[src/rtl/td4e_pkg.sv]
// Shared definitions for the TD4E register set.
// Data width, word type and load-select polarity.
package td4e_pkg;

    localparam int unsigned WORD_W = 4;

    typedef logic [WORD_W-1:0] word_t;

    // Load selects from the decoder are active-low.
    localparam logic LD_ACTIVE = 1'b0;

endpackage

[src/rtl/ld_reg.sv]
// Load-enable register with asynchronous active-high clear.
// Ports: clk, reset, n_ld (active-low load), d (data), q (state).
module ld_reg
    import td4e_pkg::*;
#(
    parameter int unsigned W = WORD_W
) (
    input  logic         clk,
    input  logic         reset,
    input  logic         n_ld,
    input  logic [W-1:0] d,
    output logic [W-1:0] q
);

    logic [W-1:0] q_q;
    logic [W-1:0] q_d;

    always_comb begin
        q_d = q_q;
        if (n_ld == LD_ACTIVE) begin
            q_d = d;
        end
    end

    always_ff @(posedge clk or posedge reset) begin
        if (reset) begin
            q_q <= '0;
        end else begin
            q_q <= q_d;
        end
    end

    assign q = q_q;

endmodule

[src/rtl/td4e_reg_set.sv]
// TD4E architectural registers: A, B, Out, PC, bank, page, carry.
// Ports: clk, reset, sum/im/carry_in data, n_ld_* selects, register outputs.
module td4e_reg_set
    import td4e_pkg::*;
#(
    parameter int unsigned W = WORD_W
) (
    input  logic         clk,
    input  logic         reset,
    input  logic [W-1:0] sum,
    input  logic [W-1:0] im,
    input  logic         carry_in,
    input  logic         n_ld_a,
    input  logic         n_ld_b,
    input  logic         n_ld_out,
    input  logic         n_ld_pc,
    input  logic         n_ld_bank,
    input  logic         n_ld_page,
    output logic [W-1:0] a,
    output logic [W-1:0] b,
    output logic [W-1:0] out_q,
    output logic [W-1:0] pc,
    output logic [W-1:0] bank,
    output logic [W-1:0] page,
    output logic         carry
);

    ld_reg #(.W(W)) u_a (
        .clk   (clk),
        .reset (reset),
        .n_ld  (n_ld_a),
        .d     (sum),
        .q     (a)
    );

    ld_reg #(.W(W)) u_b (
        .clk   (clk),
        .reset (reset),
        .n_ld  (n_ld_b),
        .d     (sum),
        .q     (b)
    );

    ld_reg #(.W(W)) u_out (
        .clk   (clk),
        .reset (reset),
        .n_ld  (n_ld_out),
        .d     (sum),
        .q     (out_q)
    );

    ld_reg #(.W(W)) u_bank (
        .clk   (clk),
        .reset (reset),
        .n_ld  (n_ld_bank),
        .d     (im),
        .q     (bank)
    );

    ld_reg #(.W(W)) u_page (
        .clk   (clk),
        .reset (reset),
        .n_ld  (n_ld_page),
        .d     (im),
        .q     (page)
    );

    // Carry samples the ALU every cycle.
    ld_reg #(.W(1)) u_carry (
        .clk   (clk),
        .reset (reset),
        .n_ld  (LD_ACTIVE),
        .d     (carry_in),
        .q     (carry)
    );

    logic [W-1:0] pc_q;
    logic [W-1:0] pc_d;

    // Jump or increment; wraps silently at all-ones.
    always_comb begin
        pc_d = pc_q + W'(1);
        if (n_ld_pc == LD_ACTIVE) begin
            pc_d = sum;
        end
    end

    always_ff @(posedge clk or posedge reset) begin
        if (reset) begin
            pc_q <= '0;
        end else begin
            pc_q <= pc_d;
        end
    end

    assign pc = pc_q;

endmodule

[config.mk]
export PLATFORM = sky130hd
export DESIGN_NAME = td4e_reg_set
export DESIGN_NICKNAME = d
export VERILOG_FILES = /design/src/rtl/td4e_pkg.sv /design/src/rtl/ld_reg.sv /design/src/rtl/td4e_reg_set.sv
export SDC_FILE = /design/constraint.sdc
export NUM_CORES = 1
export LEC_CHECK = 0
export ABC_AREA = 1
export BUFFER_PORTS_ARGS = -buffer_cell sky130_fd_sc_hd__buf_2
export CORE_MARGIN = 4
export CORE_UTILIZATION = 48
export CTS_CLUSTER_SIZE = 16
export DETAILED_ROUTE_END_ITERATION = 8
export GPL_ROUTABILITY_DRIVEN = 0
export HOLD_SLACK_MARGIN = 0.03
export PLACE_DENSITY = 0.86
export SYNTH_ARGS = -nofsm -noshare
export SYNTH_HDL_FRONTEND = slang
export SYNTH_SLANG_ARGS = --single-unit
[constraint.sdc]
create_clock -name clk -period 2.3 [get_ports clk]
set_input_delay 0.23 -clock clk [delete_from_list [all_inputs] [get_ports clk]]
set_output_delay 0.23 -clock clk [all_outputs]
set_load 0.02 [all_outputs]
* Word-level counts from Yosys, hierarchy flattened *
Index checks and enable logic that the tools add are counted.

operators by class
  add/sub/neg operators = 1
  multiplexer cells = 1

operator list
  operator             count
  $add 4x1->4 const B  1
  $mux 4               1

word-level totals
  register bits after elaboration = 25

* Logic depth before layout (Yosys ltp) *
  depth in word-level cells = 2
  gate-level depth with buffers = 4
  mapped depth without buffers = 4

* Cells and area by module *
From an unflattened synthesis, not the netlist that was laid out.

unflattened totals
  cell total of the unflattened synthesis = 119
  area total of the unflattened synthesis = 999.7 um^2

modules (own cells, without submodules)
  module             instances  cells each  area an instance (um^2)  sequential area each (um^2)
  ld_reg at u_a ...  5          18          152.6                    100.1
  td4e_reg_set       1          23          192.7                    100.1
  ld_reg at u_carry  1          6           43.8                     25.0

* Worst setup path after synthesis *
Ideal clock, no wire load.

  path kind = register to register
  start point = register pc_q[0], in the netlist pc[0]
  end point = register pc_q[2], in the netlist pc[2]
  library setup time = 0.122 ns
  arrival = 0.906 ns
  path slack = 1.272 ns
  stages on the path, launching flop included = 4
  path buffers = 0
  clock period less this slack = 1.028 ns
  cells stage by stage = dfrtp_1 -> ha_1 -> xnor2_1 -> o21ai_1

between the ends
  longest elaborated chain between the ends = 2

RTL lines
  what                      RTL line            text
  start: declaration        td4e_reg_set.sv:77  logic [W-1:0] pc_q;
  start signal: assignment  td4e_reg_set.sv:92  pc_q <= pc_d;
  $add 4x1->4               td4e_reg_set.sv:82  pc_d = pc_q + W'(1);
  $mux 4                    td4e_reg_set.sv:83  if (n_ld_pc == LD_ACTIVE) begin
  net pc_d[2]               td4e_reg_set.sv:78  logic [W-1:0] pc_d;

The timed path passes the listed nets, and every way through them passes these cells.
A chain may end at the register's enable or synchronous reset.

* Worst setup path after layout *
  start point = register pc_q[2], in the netlist pc[2]
  end point = output pc[2]

RTL lines
  what              RTL line            text
  end: declaration  td4e_reg_set.sv:22  output logic [W-1:0] pc,

No word-level cell between the ends.

==> metrics.cfg <==
[timing]
slew_headroom_pct=41.7
finalCriticalPeriod_ns=1.16
rsz0062_at_grt=no
final.setup.tns_ns=0
fin_crit_sh_pct=50.4
setup_viol_count_final=0
fin_skew_ns=0.000205
hold_viol=0
clock.fmax_mhz=863
slew_violations=0
worst_pin_slew_ns=0.873

[worst_hold_path]
hp-class=input pin to async pin

[synthesis]
synth_top_area_share_pct=68.2
netlist_top_cells_count=nand2_1 (26), dfrtp_1 (25), o21ai_0 (22)
ys_seq_elements=25
synthTopCellsByArea=dfrtp_1 (68%), o21ai_0 (12%), nand2_1 (11%), inv_1 (4.5%), ha_1 (1.4%)
synth_top_cell_by_area=dfrtp_1
synth_edf_count=0
syn-num-nets=108
ys_types=9
yosysMostFrequentCell=nand2_1
synth_seq_area_share_pct=68.2
yosysWarnings=0
synthArstFlopShare_pct=100
synthCells=90
syn_area_um2=917
ys.flop_type=dfrtp_1
synth.avg_cell_area_um2=10.2

[run_status]
outcome=finished clean

[critical_path]
critPathSlowestCell=dfrtp_1
worstPathArrival_ns=0.93
max_stage_delay_ns=0.44
required_ns=2.07
path_max_fanout=4
r2r_setup_slack_ns=1.30
crit_family=flip-flops
cp-start-kind=flip-flop
path_buf_inv=1
end_kind=output pin
worstSetupPathType=flip-flop to output pin
path_cells=buf_2

[floorplanning]
coreArea_um2=1760
die_h_um=51.7
chipWidth_um=51.7
ios=42
rows=15
die_area_um2=2670
start_util_pct=52.0

[layout]
syn_to_final_growth_pct=29.9
fin_cells=161
drive_above_1_share_pct=33.1
nets=155
diodes=0
final_cell_area_um2=1190
filler_cell_count=175

[placed_design]
place_area_um2=1150
port_buffers=41
placed_cells=156
hpwl_mm=1.46

[global_routing]
gr-total-overflow=0
grt_usage_pct=14.5
grt_pass1_wl_mm=2.84
antenna_found_initial=0
grt_max_degree=26
grt_pass1_vias=705

[power]
p_per_area_nw_per_um2=723
power_frac_clock_pct=21.3
power.share.sequential_pct=58.6
p_leak_nw=0.650
p_sw_mw=0.256
sw_frac_of_total_pct=29.7
peakVddDrop_v=0.000443
comb_power_share_pct=20.1
power.total_mw=0.862
internal-power_mw=0.605

[clock_tree]
cts-root-buf=clkbuf_4
clockBufferDepth=2
tritoncts=yes
clkLatencyLatePin_ns=0.31
cts_buffers=3
cts.clk_slew.worst_paths_ns=0.12
htreeDepth=1
numClockSinks=25

[drt]
dr_total_vias=739
ant_nets=0
drt_pass1_iterations=4
wl_per_cell_um=11.2
post-route-drc-count=0
drt-total-wl_mm=1.81
vias_per_cell=4.59
dr.first_iter.drc_count=8

[flow_run]
cap_violations=0

[flip-flops by register name (all words and copies together), names as in the netlist]
name,count
pc,4
u_a.q,4
u_b.q,4
u_bank.q,4
u_carry.q,1
u_out.q,4
u_page.q,4
[cell type report]
class                   count  area, um2  area share, %
flip-flops and latches     25        626           52.5
multi-input cells          54        250           21.0
repair buffers             42        215           18.1
inverters                  11       41.3           3.47
well taps                  25       31.3           2.63
clock buffers               3       22.5           1.89
clock inverters             1       5.00          0.420
[power groups by stage]
stage | Combinational [mW] | Clock (mW) | Sequential (mW)
after global placement | 0.171 | 0 | 0.512
after global routing | 0.192 | 0.208 | 0.511
after detailed placement | 0.176 | 0 | 0.513
after CTS | 0.177 | 0.191 | 0.505
final | 0.173 | 0.184 | 0.505
after floorplan | 0.0461 | 0 | 0.565
[logic make-up after synthesis]
logic type / count (synthesis) / synth area share, %
XOR/XNOR: 1 / 0.955
flip-flops: 25 / 68.2
buffers and inverters: 11 / 4.50
AND/OR/NAND/NOR: 29 / 12.4
adder cells (fa/ha/maj): 1 / 1.36
AO/OA/AOI/OAI: 23 / 12.6
[final timing paths]
kind,from,to,cells past startpoint
min,reset,u_page.q[3],2
min reg2reg,u_b.q[2],u_b.q[2],2
max reg2reg,pc[0],pc[2],3
max,pc[2],pc[2],1
min in group clk,n_ld_pc,pc[1],2
max in group asynchronous,reset,u_out.q[2],2
[routing by layer]
| layer | wire, um | GRT usage, % | share of wire (%) | vias up |
|---|---|---|---|---|
| li1 | - | - | - | 380 |
| met1 | 792 | 17.5 | 44 | 322 |
| met2 | 823 | 25.0 | 46 | 34 |
| met3 | 168 | 3.15 | 9.3 | 3 |
| met4 | 21 | 5.68 | 1.2 | 0 |
| met5 | 0 | 0 | 0 | - |
[timing repair]
item | in CTS | in global routing
buffers inserted | 0 | 0
hold endpoints to repair | 1 | 0
resized for setup | 0 | 0
hold buffers | 1 | 0
[stage by stage]
stage                     utilization [%]  worst slack (ns)  hold slack, ns
after CTS                            67.5              1.13           0.106
after floorplan                         -              1.27           0.257
after global routing                 67.5              1.09           0.136
after detailed placement             65.4              1.26           0.342
final                                67.5              1.14          0.0801
after global placement               65.4              1.27           0.342
[placed cells by master (no fill, tap or decap)]
| master | n |
|---|---|
| clkbuf_4 | 3 |
| o21ai_1 | 1 |
| nand4_1 | 1 |
| nand3_1 | 2 |
| buf_2 | 41 |
| xnor2_1 | 1 |
| clkinv_2 | 1 |
| inv_1 | 11 |
| dlygate4sd3_1 | 1 |
| ha_1 | 1 |
| dfrtp_1 | 25 |
| nand2_1 | 26 |
| o21ai_0 | 22 |
Note: power is estimated with default switching activity, not from simulation.
